**src/rtl/usb_msd_dma_seq_pkg.sv**
```systemverilog
// Shared types for the MSD DMA command sequencer: FSM states, queued
// command layout and direction encodings.
package usb_msd_dma_seq_pkg;

  typedef enum logic [2:0] {
    S_IDLE,
    S_LOAD,
    S_START,
    S_WAIT,
    S_CPL
  } seq_state_e;

  typedef struct packed {
    logic        dir;
    logic [31:0] adr;
    logic [15:0] len;
  } dma_cmd_t;

  localparam logic DIR_RX = 1'b0;
  localparam logic DIR_TX = 1'b1;

endpackage

```
**src/rtl/usb_msd_cmd_fifo.sv**
```systemverilog
// Small synchronous FIFO holding posted DMA commands; flush empties it
// and discards a push made in the same cycle.
module usb_msd_cmd_fifo
  import usb_msd_dma_seq_pkg::*;
#(
  parameter int QDEPTH_W = 2
) (
  input  logic              clk_i,
  input  logic              rst_i,
  input  logic              flush,
  input  logic              push,
  input  dma_cmd_t          wr_data,
  input  logic              pop,
  output dma_cmd_t          rd_data,
  output logic              full,
  output logic              empty,
  output logic [QDEPTH_W:0] level
);

  localparam int DEPTH = 1 << QDEPTH_W;

  dma_cmd_t              mem [DEPTH];
  logic [QDEPTH_W-1:0]   wr_ptr;
  logic [QDEPTH_W-1:0]   rd_ptr;
  logic [QDEPTH_W:0]     cnt;
  logic                  wr_en;
  logic                  rd_en;

  assign rd_en = pop & !empty;
  // A full queue may still accept a write when the head leaves in the same cycle.
  assign wr_en = push & (!full | rd_en);

  always_ff @(posedge clk_i) begin
    if (rst_i || flush) begin
      wr_ptr <= '0;
      rd_ptr <= '0;
      cnt    <= '0;
    end else begin
      if (wr_en) begin
        mem[wr_ptr] <= wr_data;
        wr_ptr      <= wr_ptr + 1'b1;
      end
      if (rd_en) rd_ptr <= rd_ptr + 1'b1;
      case ({wr_en, rd_en})
        2'b10:   cnt <= cnt + 1'b1;
        2'b01:   cnt <= cnt - 1'b1;
        default: cnt <= cnt;
      endcase
    end
  end

  assign rd_data = mem[rd_ptr];
  assign full    = (cnt == (QDEPTH_W+1)'(DEPTH));
  assign empty   = (cnt == '0);
  assign level   = cnt;

endmodule

```
**src/rtl/usb_msd_dma_sequencer.sv**
```systemverilog
// Command-queued sequencer that splits MSD transfers into FIFO-sized DMA
// chunks, supervises each chunk with a timeout and reports one completion.
module usb_msd_dma_sequencer
  import usb_msd_dma_seq_pkg::*;
#(
  parameter int QDEPTH_W   = 2,
  parameter int RX_CHUNK_W = 8,
  parameter int TX_CHUNK_W = 10,
  parameter int TMO_W      = 20
) (
  input  logic              clk_i,
  input  logic              rst_i,
  input  logic              cmd_valid_i,
  output logic              cmd_ready_o,
  input  logic              cmd_dir_i,
  input  logic [31:0]       cmd_adr_i,
  input  logic [15:0]       cmd_len_i,
  input  logic              abort_i,
  output logic [31:0]       rx_dma_start_adr_o,
  output logic [15:0]       rx_dma_data_len_o,
  output logic              rx_dma_start_o,
  input  logic              rx_dma_idle_i,
  input  logic              rx_dma_done_i,
  output logic [31:0]       tx_dma_start_adr_o,
  output logic [15:0]       tx_dma_data_len_o,
  output logic              tx_dma_start_o,
  input  logic              tx_dma_idle_i,
  input  logic              tx_dma_done_i,
  output logic              cpl_stb_o,
  output logic              cpl_dir_o,
  output logic              cpl_err_o,
  output logic [15:0]       cpl_len_o,
  output logic              busy_o,
  output logic [QDEPTH_W:0] q_level_o
);

  seq_state_e        state_q, state_d;
  dma_cmd_t          push_cmd, head;
  logic              q_full, q_empty, q_push, q_pop;
  logic              cur_dir, cur_err;
  logic [31:0]       cur_adr;
  logic [15:0]       rem, done_cnt, chunk, chunk_d;
  logic [16:0]       chunk_lim;
  logic [TMO_W-1:0]  tmr;
  logic              head_idle, cur_done, tmo_hit, in_xfer;

  assign cmd_ready_o  = !q_full;
  assign q_push       = cmd_valid_i & cmd_ready_o;
  assign push_cmd.dir = cmd_dir_i;
  assign push_cmd.adr = cmd_adr_i;
  assign push_cmd.len = cmd_len_i;
  assign head_idle    = (head.dir == DIR_TX) ? tx_dma_idle_i : rx_dma_idle_i;
  assign q_pop        = (state_q == S_IDLE) & !q_empty & head_idle & !abort_i;
  assign cur_done     = (cur_dir == DIR_TX) ? tx_dma_done_i : rx_dma_done_i;
  assign tmo_hit      = &tmr;
  assign in_xfer      = (state_q == S_LOAD) | (state_q == S_START) | (state_q == S_WAIT);

  usb_msd_cmd_fifo #(.QDEPTH_W(QDEPTH_W)) u_fifo (
    .clk_i   (clk_i),
    .rst_i   (rst_i),
    .flush   (abort_i),
    .push    (q_push),
    .wr_data (push_cmd),
    .pop     (q_pop),
    .rd_data (head),
    .full    (q_full),
    .empty   (q_empty),
    .level   (q_level_o)
  );

  always_comb begin
    chunk_lim = (cur_dir == DIR_TX) ? (17'd1 << TX_CHUNK_W) : (17'd1 << RX_CHUNK_W);
    chunk_d   = ({1'b0, rem} < chunk_lim) ? rem : chunk_lim[15:0];
  end

  always_ff @(posedge clk_i) begin
    if (rst_i) state_q <= S_IDLE;
    else       state_q <= state_d;
  end

  always_comb begin
    state_d = state_q;
    case (state_q)
      S_IDLE:  if (q_pop) state_d = (head.len == '0) ? S_CPL : S_LOAD;
      S_LOAD:  state_d = abort_i ? S_CPL : S_START;
      S_START: state_d = abort_i ? S_CPL : S_WAIT;
      S_WAIT: begin
        if (abort_i)       state_d = S_CPL;
        else if (cur_done) state_d = (rem == chunk) ? S_CPL : S_LOAD;
        else if (tmo_hit)  state_d = S_CPL;
      end
      S_CPL:   state_d = S_IDLE;
      default: state_d = S_IDLE;
    endcase
  end

  // Per-command context and the per-direction DMA programming registers.
  always_ff @(posedge clk_i) begin
    if (rst_i) begin
      cur_dir            <= DIR_RX;
      cur_err            <= 1'b0;
      cur_adr            <= '0;
      rem                <= '0;
      done_cnt           <= '0;
      chunk              <= '0;
      tmr                <= '0;
      rx_dma_start_adr_o <= '0;
      rx_dma_data_len_o  <= '0;
      tx_dma_start_adr_o <= '0;
      tx_dma_data_len_o  <= '0;
    end else begin
      if (q_pop) begin
        cur_dir  <= head.dir;
        cur_adr  <= head.adr;
        rem      <= head.len;
        done_cnt <= '0;
        cur_err  <= 1'b0;
      end
      if (state_q == S_LOAD) begin
        chunk <= chunk_d;
        tmr   <= '0;
        if (cur_dir == DIR_TX) begin
          tx_dma_start_adr_o <= cur_adr;
          tx_dma_data_len_o  <= chunk_d;
        end else begin
          rx_dma_start_adr_o <= cur_adr;
          rx_dma_data_len_o  <= chunk_d;
        end
      end
      if (state_q == S_WAIT) begin
        tmr <= tmr + 1'b1;
        if (!abort_i && cur_done) begin
          rem      <= rem - chunk;
          cur_adr  <= cur_adr + {16'd0, chunk};
          done_cnt <= done_cnt + chunk;
        end else if (!abort_i && tmo_hit) begin
          cur_err <= 1'b1;
        end
      end
      if (abort_i && in_xfer) cur_err <= 1'b1;
    end
  end

  always_comb begin
    rx_dma_start_o = (state_q == S_START) && (cur_dir == DIR_RX);
    tx_dma_start_o = (state_q == S_START) && (cur_dir == DIR_TX);
    cpl_stb_o      = (state_q == S_CPL);
    cpl_dir_o      = (state_q == S_CPL) ? cur_dir : 1'b0;
    cpl_err_o      = (state_q == S_CPL) ? cur_err : 1'b0;
    cpl_len_o      = (state_q == S_CPL) ? done_cnt : 16'd0;
    busy_o         = (state_q != S_IDLE) || !q_empty;
  end

endmodule

```
**config.mk**
```make
export PLATFORM = sky130hd
export DESIGN_NAME = usb_msd_dma_sequencer
export DESIGN_NICKNAME = d
export VERILOG_FILES = /design/src/rtl/usb_msd_dma_seq_pkg.sv /design/src/rtl/usb_msd_cmd_fifo.sv /design/src/rtl/usb_msd_dma_sequencer.sv
export SDC_FILE = /design/constraint.sdc
export NUM_CORES = 1
export LEC_CHECK = 0
export ABC_AREA = 0
export ABC_CLOCK_PERIOD_IN_PS = 12040
export BUFFER_PORTS_ARGS = -buffer_cell sky130_fd_sc_hd__buf_2
export CAP_MARGIN = 0
export CORE_UTILIZATION = 55
export DETAILED_ROUTE_END_ITERATION = 10
export PLACE_DENSITY = 0.75
export SYNTH_ARGS = -nofsm -noshare
export SYNTH_HDL_FRONTEND = slang
export SYNTH_HIERARCHICAL = 1
export SYNTH_SLANG_ARGS = --single-unit
```
**constraint.sdc**
```tcl
create_clock -name clk_i -period 12.04 [get_ports clk_i]
set_input_delay 0.602 -clock clk_i [delete_from_list [all_inputs] [get_ports clk_i]]
set_output_delay 0.602 -clock clk_i [all_outputs]
set_load 0.01 [all_outputs]
```
After elaboration in Yosys (flattened, before gate mapping). Memories as Yosys holds them, arrays and structs flattened. A register that Yosys moved wholly into a read port is not among the register bits. Cells that the tools add are included.

$add $sub $neg: 8. $lt $le $gt $ge: 1. Equality and inequality tests: 10. Multiplexer cells: 38. Bitwise gates (word level): 10. Reduce and logical (&&, ||, !) cells: 20.

Operators by type and width (count): $mux W16 (8); $mux W32 (3); $mux W20 (2); $add A32 B16 Y32 (1); $mux W3 (8); $add A20 B1 Y20 const B (1); $reduce_and A20 Y1 (1); $add A16 B16 Y16 (1); $eq A16 B16 Y1 (1); $logic_not A16 Y1 (1); $lt A16 B11 Y1 (1); $sub A16 B16 Y16 (1); $mux W1 (12); $pmux W3 S4 (1); $mux W11 (1); $and A1 B1 Y1 (6); $eq A3 B2 Y1 const B (2); $eq A3 B3 Y1 const B (2); $logic_not A3 Y1 (2); $pmux W3 S2 (1); $reduce_and A2 Y1 (3); $logic_and A1 B1 Y1 (5); $add A2 B1 Y2 const B (2); $mux W2 (2); 13 further kinds (19).

Register bits after elaboration: 208. Memory bits (writable): 196. Input bits: 57. Output and inout port bits: 122. Logic and storage cells: 103. Memories: 1.

Memories: u_fifo.mem (words 4, bits a word 49, read ports 1, clocked after Yosys merged registers in 1, wr ports 1, line usb_msd_cmd_fifo.sv:22) `dma_cmd_t mem [DEPTH];`.

Logic depth before layout (Yosys ltp). Gate-level depths: netlist of run 1.

Word-level depth: 11. Mapped depth: 16.

By module. The synthesis of run 1 kept the hierarchy.

By module, submodules not included: usb_msd_dma_sequencer (times used 1, cells each 1334, area each 10492.6 µm², sequential area each 4023.9 µm²); usb_msd_cmd_fifo (times used 1, cells each 323, area each 7654.8 µm², sequential area each 6065.8 µm²).

Least setup slack after synthesis of run 1. OpenSTA, ideal clock, no wires.

Kind: reg-to-reg. Start point: reg (tool-made name). End point: mem u_fifo/mem[0][0] in the netlist's numbering (enable). Setup time: 0.412 ns. Data arrival time: 3.809 ns. Required time: 11.628 ns. Slack: 7.819 ns. Cell stages (with the launch flop): 13. Buffers on the path: 4. Period minus slack after synthesis: 4.221 ns. Path through: dfxtp_1 > buf_6 > buf_12 > mux4_2 > mux2i_1 > or3_1 > nand2b_4 > clkinv_2 > clkbuf_1 > buf_4 > inv_1 > a31oi_4 > and3_1.

RTL lines (line): to (decl) (usb_msd_cmd_fifo.sv:22).

==> results of run 1 <==
worst max-delay path, cell delays in order, from the launching register on:
cell,delay (ns)
sky130_fd_sc_hd__dfxtp_4,0.33
sky130_fd_sc_hd__buf_4,0.71
sky130_fd_sc_hd__mux4_2,0.66
sky130_fd_sc_hd__mux2i_1,0.14
sky130_fd_sc_hd__or3_1,0.33
sky130_fd_sc_hd__nand2b_4,0.39
sky130_fd_sc_hd__clkinv_2,0.13
sky130_fd_sc_hd__inv_1,0.09
sky130_fd_sc_hd__a31oi_4,0.26
sky130_fd_sc_hd__and3_2,0.22
sky130_fd_sc_hd__buf_4,0.56
sequential cells by signal, indices dropped and copies added, names as in the netlist, 3 cells and up, named ones only:
signal and flops:
state_q 3, chunk 16, u_fifo/level 3, done_cnt 16, rem 16, tx_dma_data_len_o 16
u_fifo/mem 196, tmr 20, rx_dma_start_adr_o 32, rx_dma_data_len_o 16, tx_dma_start_adr_o 32, cur_adr 32
kinds of logic after synthesis:
| family | Yosys count | share of synthesized area [%] |
|---|---|---|
| AOI/OAI and AO/OA | 350 | 12.4 |
| and+or+nand+nor | 584 | 14.9 |
| DFF | 406 | 55.6 |
| muxes | 64 | 6.95 |
| xor gates and xnor gates | 55 | 2.65 |
| buffers and inverters | 142 | 3.45 |
| adders and majority gates | 56 | 4.03 |
synthesized netlist by cell type (all sizes together) (6+ instances only):
cell type / number / share of area (%)
a211oi: 20 / 0.85
a21o: 18 / 0.75
a21oi: 155 / 4.3
a22oi: 14 / 0.58
a311oi: 20 / 0.97
a31oi: 8 / 0.36
and2: 15 / 0.52
and3: 35 / 1.2
buf: 41 / 1.4
clkbuf: 60 / 1.2
dfxtp: 210 / 23
edfxtp: 196 / 32
ha: 52 / 3.6
inv: 40 / 0.83
mux2i: 15 / 0.83
mux4: 49 / 6.1
nand2: 278 / 5.8
nand2b: 12 / 0.50
nand3: 53 / 1.5
nand4: 9 / 0.31
nor2: 106 / 2.3
nor2b: 10 / 0.36
nor3: 17 / 0.47
nor4: 6 / 0.24
o21ai: 46 / 1.4
o21bai: 9 / 0.37
o22ai: 8 / 0.28
o31ai: 7 / 0.37
or2: 6 / 0.21
or3: 15 / 0.52
xnor2: 24 / 1.2
xor2: 31 / 1.5
routing by layer:
metal	share of wire [%]	GRT usage, %	vias up
met3	7.4	3.55	65
li1	-	-	6307
met2	46	41.5	568
met1	45	39.3	6484
met5	0	0	-
met4	2.3	7.50	0
final timing paths:
kind / cells past startpoint / endpoint / slack [ns] / from
max: 10 / u_fifo/mem[0][17]$_DFFE_PP_ / 7.72 / register
min: 1 / u_fifo/mem[0][34]$_DFFE_PP_ / 0.28 / cmd_adr_i[18]
max reg2reg: 10 / u_fifo/mem[0][17]$_DFFE_PP_ / 7.72 / register
min reg2reg: 2 / tx_dma_start_adr_o[7]$_SDFFE_PP0P_ / 0.45 / tx_dma_start_adr_o[7]$_SDFFE_PP0P_
power by group through the flow:
stage	clock, uW	combinational (uW)	sequential (uW)
floorplan	0	55.5	1490
global placement	0	88.1	1490
detailed placement	0	90.4	1490
CTS	1350	91.3	1460
global route	1400	100	1460
finish	1330	92.4	1460
final cells by class:
type                            count  area, um^2  area share, %
Tap cell                          442         553           2.67
Inverter                           41         155          0.749
Timing Repair Buffer              196        1030           4.97
Multi-Input combinational cell   1109        7450           36.0
Sequential cell                   406       10100           48.7
Clock inverter                     18         263           1.27
Clock buffer                       58        1160           5.61
stage by stage:
step                power, uW  std cells  hold slack [ns]  setup WS, ns  utilization [%]
floorplan                1550       1657            0.445          7.82                -
CTS                      2900       2270            0.260          7.67             63.6
global route             2970       2270            0.265          7.45             63.6
finish                   2880       2270            0.276          7.72             63.6
global placement         1580       2194            0.437          7.76             59.3
detailed placement       1580       2194            0.440          7.72             59.3
==> flow_results.org, run 1 <==
** Layout
- Commonest non-fill, non-tap cell in the layout :: sky130_fd_sc_hd__nand2_1
- The finished cells cover 20700 um^2.
- Number of inserted filler cells in the final layout :: between 2000 and 3000
- Leaving out fill and tap cells, the most frequent cells in the layout are 278 x sky130_fd_sc_hd__nand2_1, 208 x sky130_fd_sc_hd__dfxtp_1, 196 x sky130_fd_sc_hd__edfxtp_1, 177 x sky130_fd_sc_hd__buf_2, 155 x sky130_fd_sc_hd__a21oi_1.
- At the end of the flow, the number of nets in the layout was 1909.
- Of the cells placed in the final design, the portion with a size suffix greater than 1 is 18.8%.
- From synthesis to final layout, the design area changed by 14.1%.
- 0 antenna diodes ended up in the layout.

** STA
- Dividing the final minimum period by the clock period gives 35.9%.
- Setup-violating endpoint count in the final report :: 0
- Final total negative setup slack :: 0 ns
- The smallest clock period supported by the final layout is computed as 4.32 ns.
- Number of pins with negative max-slew slack in the final report :: 0
- Pin slew with the least headroom to its limit :: 1.18 ns
- Achievable frequency :: 0.231 GHz
- Setup Skew :: 0.0257 ns
- Unrepaired setup endpoints after global routing :: false
- The number of endpoints with negative hold slack in the final report came to 0.
- In this run the tightest slew margin relative to its limit is 21.1%.

** Pwr
- The analysis attributes to net switching a power of 592 uW.
- Gate power share :: 3.2%
- Pwr per Cell Area :: approximately 140 nW/um^2
- IR analysis of the VDD net gives a maximum drop of between 150 and 200 uV.
- Switching share of power :: between 20% and 30%
- Sequential Power Share :: 50.8%
- Power Internal :: approximately 2300 uW
- Leakage power of the design :: ~0.0077 uW
- The clock network accounts for 46.0% of the total power.

** Clocking
- TritonCTS built the clock tree.
- For this design, the CTS-stage hold fixing added 0 buffers.
- Root buffer cell :: sky130_fd_sc_hd__clkbuf_16
- The clock passes through at most 3 buffers.
- In this run, post-CTS repair resized a total of 0 instances.
- Worst skew pair latency :: 0.54 ns
- Inserted Clock Buffers :: 42
- CTS built an H-tree with a depth of 2.
- Clock transition at the register clock pins on the worst setup and hold paths after CTS :: ~0.06 ns
- Setup repair bufs after CTS :: 0
- Clock sinks :: 406

** Place
- Port-buffer cells :: about 180
- Detail Placement HPWL :: 30.1 mm
- Total cell area at the placement stage :: 19300 um^2
- The congestion estimate from routability-driven global placement came to 0.910.

** Die
- Placeable core region :: 32500 um^2
- Die Ht :: 184 um
- After floorplanning, the core was divided into between 60 and 70 placement rows.
- Die span in x :: 184 um
- The floorplan step defined a die boundary enclosing between 30000 and 40000 um^2.
- For this configuration, the core starts out at a cell density of between 50% and 60%.
- Ports :: 179

** Setup path
- Data on the critical path is required at its endpoint by 12.19 ns.
- At the worst endpoint, the arrival time is 4.47 ns.
- STA classifies the critical path endpoint as a register.
- Maximum fanout along the worst path :: 49
- The critical path in this run is classified as reg2reg.
- The worst setup path is launched from a register.

** GRT
- Entering global routing, the biggest net connects slightly below 90 pins.
- The via count of the first global-routing pass came to about 12000.
- First-pass GRT wire length :: 69.4 mm
- For this run, the total global-route usage over all layers was measured as 26.7%.
- The number of antenna violations at the first check in global routing came to 0.
- The total overflow left after global routing is 0.

** Route
- Detail Route Antenna Nets :: 0
- Number of vias in the routed layout :: 13424
- Routed len/inst :: 19.8 um
- Remaining DRCs :: 0
- DRT iter0 DRCs :: 1238
- Dividing the detail-routed via count by the number of cells gives about 5.9.
- Before antenna repair, the detailed router went through 5 iterations.
- Post-Route WL :: around 45 mm

** Synthesis
- Per-instance average area after synthesis :: 11.0 um^2
- During synthesis, Yosys emitted a total of 6 warnings.
- Flop and latch count out of synthesis :: between 400 and 500
- Synthesis produced 1657 cells.
- In this run the cell area of the synthesized design comes to around 18000 um^2.
- Post-synth EDFFs :: 196
- Register area share after synthesis :: 55.6%
- Counting distinct cell types in the post-synthesis netlist gives 82.
- When the netlist entered floorplanning its net count stood at 1770.
- Fraction of registers with async set/reset :: 0%
- Among all flip-flop cells after synthesis, the most frequent one is sky130_fd_sc_hd__dfxtp_1.

** Run status
- The flow ran to the end, and the final reports show no timing, DRC or antenna violations.

** Job
- MaxCap Viol Count :: 0

** Worst hold path
- Class of the most critical hold timing path :: in2reg
Note: power is estimated with default switching activity, not from simulation.
==> inputs of run 2 (changes only) <==
--- a/config.mk
+++ b/config.mk
@@ -5,8 +5,8 @@
 export SDC_FILE = /design/constraint.sdc
 export NUM_CORES = 1
 export LEC_CHECK = 0
-export ABC_AREA = 0
-export ABC_CLOCK_PERIOD_IN_PS = 12040
+export ABC_AREA = 1
+export ABC_CLOCK_PERIOD_IN_PS = 4500
 export BUFFER_PORTS_ARGS = -buffer_cell sky130_fd_sc_hd__buf_2
 export CAP_MARGIN = 0
 export CORE_UTILIZATION = 55
==> constraint.sdc (replaced) <==
create_clock -name clk_i -period 4.5 [get_ports clk_i]
set_input_delay 0.225 -clock clk_i [delete_from_list [all_inputs] [get_ports clk_i]]
set_output_delay 0.225 -clock clk_i [all_outputs]
set_load 0.01 [all_outputs]
==> run 2 against run 1 <==
Hold slack got worse by 0.23 ns. First-iteration DRC count grew 9.9%. Clock skew decreased by 0.0090 ns. Sequential share of layout area is 3.6 points lower. Sequential cell count is the same. Critical endpoint unchanged. Largest power group unchanged. Highest routed layer unchanged.
==> flow_results.org, run 2 <==
** Run status
- The flow ran to the end, and the final reports show no timing, DRC or antenna violations.

** Setup path
- Worst setup SP type :: register
- Of all nets on the critical path, the largest fanout is 20.
- Critical path data required time :: 4.75 ns
- The worst register-to-register path ends at u_fifo/mem[0][17]$_DFFE_PP_.
- Setup slack on the worst reg-to-reg path comes out at ~1.5 ns.
- Setup CP Type :: reg2reg
- Worst EP arrival :: 3.21 ns
- Kind of end point of the critical path :: register
- For the worst flop-to-flop path, the logic depth is 11.

** Clocking
- The clock net in this run drives a total of 406 sinks.
- The longest clock path from root to sink contains 3 buffers.
- Post-CTS timing repair inserted 0 buffers for setup.
- H-tree depth :: 2
- Clock transition at the register clock pins on the worst setup and hold paths after CTS :: 0.06 ns
- PostCTS Resize Cnt :: 0
- TritonCTS built the clock tree.
- Root buffer cell :: sky130_fd_sc_hd__clkbuf_16
- Inserted Clock Buffers :: between 40 and 50
- Worst skew pair latency :: 0.58 ns

** Synthesis
- Cells after Synth :: around 2300
- Largest cells by area after synthesis :: sky130_fd_sc_hd__edfxtp_1 31%, sky130_fd_sc_hd__dfxtp_1 22%, sky130_fd_sc_hd__nand2_1 7.8%
- Averaged over all synthesized cells, the footprint is 8.39 um^2.
- In this run the biggest area consumer among cell types represents 30.6% of the synthesized area.
- Yosys warns :: 6
- Post-synth EDFFs :: 196
- Flop and latch count out of synthesis :: 406
- The number of nets in the synthesized netlist is 2407.
- The largest total area in the synthesized netlist belongs to sky130_fd_sc_hd__edfxtp_1.
- Post-synthesis cell type count :: 49
- Register area share after synthesis :: 52.4%
- Leading post-synthesis cells by instance count :: 400 x sky130_fd_sc_hd__nand2_1, 319 x sky130_fd_sc_hd__nor2_1, 235 x sky130_fd_sc_hd__inv_1
- Flip-flop cell with the highest count after synthesis :: sky130_fd_sc_hd__dfxtp_1
- sky130_fd_sc_hd__nand2_1 is the most common cell in the netlist.
- Fraction of registers with async set/reset :: 0%
- Total standard cell area after synthesis :: 19200 um^2

** Pwr
- Leakage power of the design :: 0.00962 uW
- Net switching is between 20 and 25% of the power.
- The analysis attributes to net switching a power of 1880 uW.
- Power Internal :: 6310 uW
- Combinational logic burns 6.3% of the power.
- Max VDD drop :: 398 uV
- In this run the power density over the cells is roughly 370 nW/um^2.
- Sequential Power Share :: 48.7%
- Proportion of power drawn by the clock network :: 45.0%

** Die
- Placeable core region :: around 34000 um^2
- Die ar. :: 35700 um^2
- Die span in x :: 189 um
- 179 I/O pins were placed.
- Starting density of the core :: 55.8%
- Count of standard-cell rows :: 68
- Measured along the y axis, the die boundary spans 189 um.

** Place
- Port-buffer cells :: around 180
- Summed over all nets, the half-perimeter wirelength after detailed placement is 34.3 mm.
- Routability-driven placement finished with a final weighted congestion of 0.934.
- Summing all placed instances gives a cell area of approximately 20000 um^2.

** Layout
- Leaving out fill and tap cells, the most frequent cell in the layout is sky130_fd_sc_hd__nand2_1.
- Relative to the synthesized area, the layout overhead comes to 16.1%.
- Cells with a size suffix above 1 make up 12.5% of the layout.
- After routing the design area is roughly 22000 um^2.
- Net count, final :: 2600
- Antenna diode count :: 0
- More flip-flops sit in one register than any other, and that register is u_fifo/mem.
- Max FFs per register :: 196
- Most frequent cells in the layout :: 400 x sky130_fd_sc_hd__nand2_1, 315 x sky130_fd_sc_hd__nor2_1, 234 x sky130_fd_sc_hd__inv_1, 209 x sky130_fd_sc_hd__dfxtp_1, 207 x sky130_fd_sc_hd__o21ai_0

** STA
- Setup-violating endpoint count in the final report :: 0
- Headroom to the max-slew limit came out at approximately 30%.
- After layout, the worst path uses 65.7% of the clock period.
- Achievable frequency :: 0.338 GHz
- Final hold violation count :: 0
- Final total negative setup slack :: 0 ns
- For the pin with the worst max-slew slack, the measured transition is 1.05 ns.
- Number of pins with negative max-slew slack in the final report :: 0
- Final Critical Period :: 2.96 ns
- Unrepaired setup endpoints after global routing :: false
- The tightest hold path in the finished design has a slack of 0.0467 ns.
- The clock arrives with 0.0167 ns of skew.

** Worst hold path
- Hold Path Origin :: abort_i
- Worst hold stages :: 4
- The min-delay analysis places its worst path in the category in2reg.
- Worst Hold End :: u_fifo/level[1]$_SDFFE_PP0P_

** Route
- After detailed routing, the number of remaining DRC violations is 0.
- Post-DR vias/cell :: 5.53
- Number of search-and-repair iterations in the first detailed-routing pass :: 7
- DRT iter0 DRCs :: 1360
- The routed layout has 16471 vias.
- Routed len/inst :: 17.1 um
- Post-Route WL :: 50.8 mm
- In this run the remaining antenna-violating nets after routing total 0.

** GRT
- Largest net degree at the start of global routing :: 110
- Global routing used approximately 28% of the available tracks across all layers.
- Initial antenna violation count :: 0
- The via count of the first global-routing pass is 15193.
- Remaining Overflow, GRT :: 0
- The first global-routing pass estimated 80.3 mm of wire.

** Job
- MaxCap Viol Count :: 0
run 2: layout make-up:
class | instances | area (um^2)
tap | 455 | 569
clock buffer | 55 | 1160
fill | 2898 | 12100
inverter | 249 | 937
multi-input combinational | 1542 | 7730
timing repair buffer | 245 | 1520
clock inverter | 25 | 325
sequential | 406 | 10100
run 2: critical path, stage by stage, from the launching register on:
cell and delay, ns:
sky130_fd_sc_hd__dfxtp_1 0.37, sky130_fd_sc_hd__o21ai_0 0.10, sky130_fd_sc_hd__o22ai_1 0.31, sky130_fd_sc_hd__nor2_1 0.13, sky130_fd_sc_hd__nor2_4 0.14, sky130_fd_sc_hd__nand2_4 0.06
sky130_fd_sc_hd__inv_2 0.06, sky130_fd_sc_hd__inv_1 0.04, sky130_fd_sc_hd__nand2_2 0.07, sky130_fd_sc_hd__nand3_1 0.30, sky130_fd_sc_hd__nor2_4 0.66, sky130_fd_sc_hd__buf_4 0.37
run 2: metal layers:
layer | share of wire, % | up-vias | wire [um] | GRT usage (%)
met5 | 0 | - | 0 | 0
li1 | - | 8123 | - | -
met2 | 44 | 619 | 22100 | 43.3
met3 | 7.8 | 72 | 3980 | 4.58
met1 | 46 | 7657 | 23500 | 41.2
met4 | 2.3 | 0 | 1180 | 8.84
run 2: power groups by stage:
stage | Clock [uW] | Sequential (uW) | Combinational, uW
finish | 3690 | 3990 | 518
global route | 3890 | 3990 | 573
CTS | 3740 | 3980 | 512
detailed placement | 0 | 4060 | 476
global placement | 0 | 4060 | 466
floorplan | 0 | 4070 | 288
run 2: metrics by stage:
stage | power, uW | setup slack, ns | std cells | util, %
after CTS | 8240 | 1.52 | 2977 | 64.8
final | 8190 | 1.54 | 2977 | 64.8
after global routing | 8450 | 1.32 | 2977 | 64.8
after floorplan | 4360 | 0.180 | 2294 | -
after detailed placement | 4540 | 1.54 | 2848 | 59.1
after global placement | 4530 | 1.57 | 2848 | 59.1
run 2: cell families after synthesis:
kind of cell	after synthesis	synth area share (%)
compound gates	538	15.0
xor+xnor	21	0.956
fa+ha+maj	56	3.80
buf+inv	346	7.57
flops	406	52.4
simple gates	927	20.3
run 2: what timing repair did:
action / 4_1_cts / 5_1_grt
setup endpoints to repair: 0 / 0
hold buffers: 49 / 0
endpoints found under the hold margin: 196 / 0
run 2: worst max path at each step:
stage	startpoint	endpoint	slack [ns]	cells past startpoint
detailed placement	register	u_fifo/mem[0][48]$_DFFE_PP_	1.54	11
global placement	register	u_fifo/mem[0][48]$_DFFE_PP_	1.57	11
floorplan	register	u_fifo/mem[0][0]$_DFFE_PP_	0.18	15
finish	register	u_fifo/mem[0][17]$_DFFE_PP_	1.54	11
CTS	register	u_fifo/mem[0][17]$_DFFE_PP_	1.52	11
global route	register	u_fifo/mem[0][2]$_DFFE_PP_	1.32	11
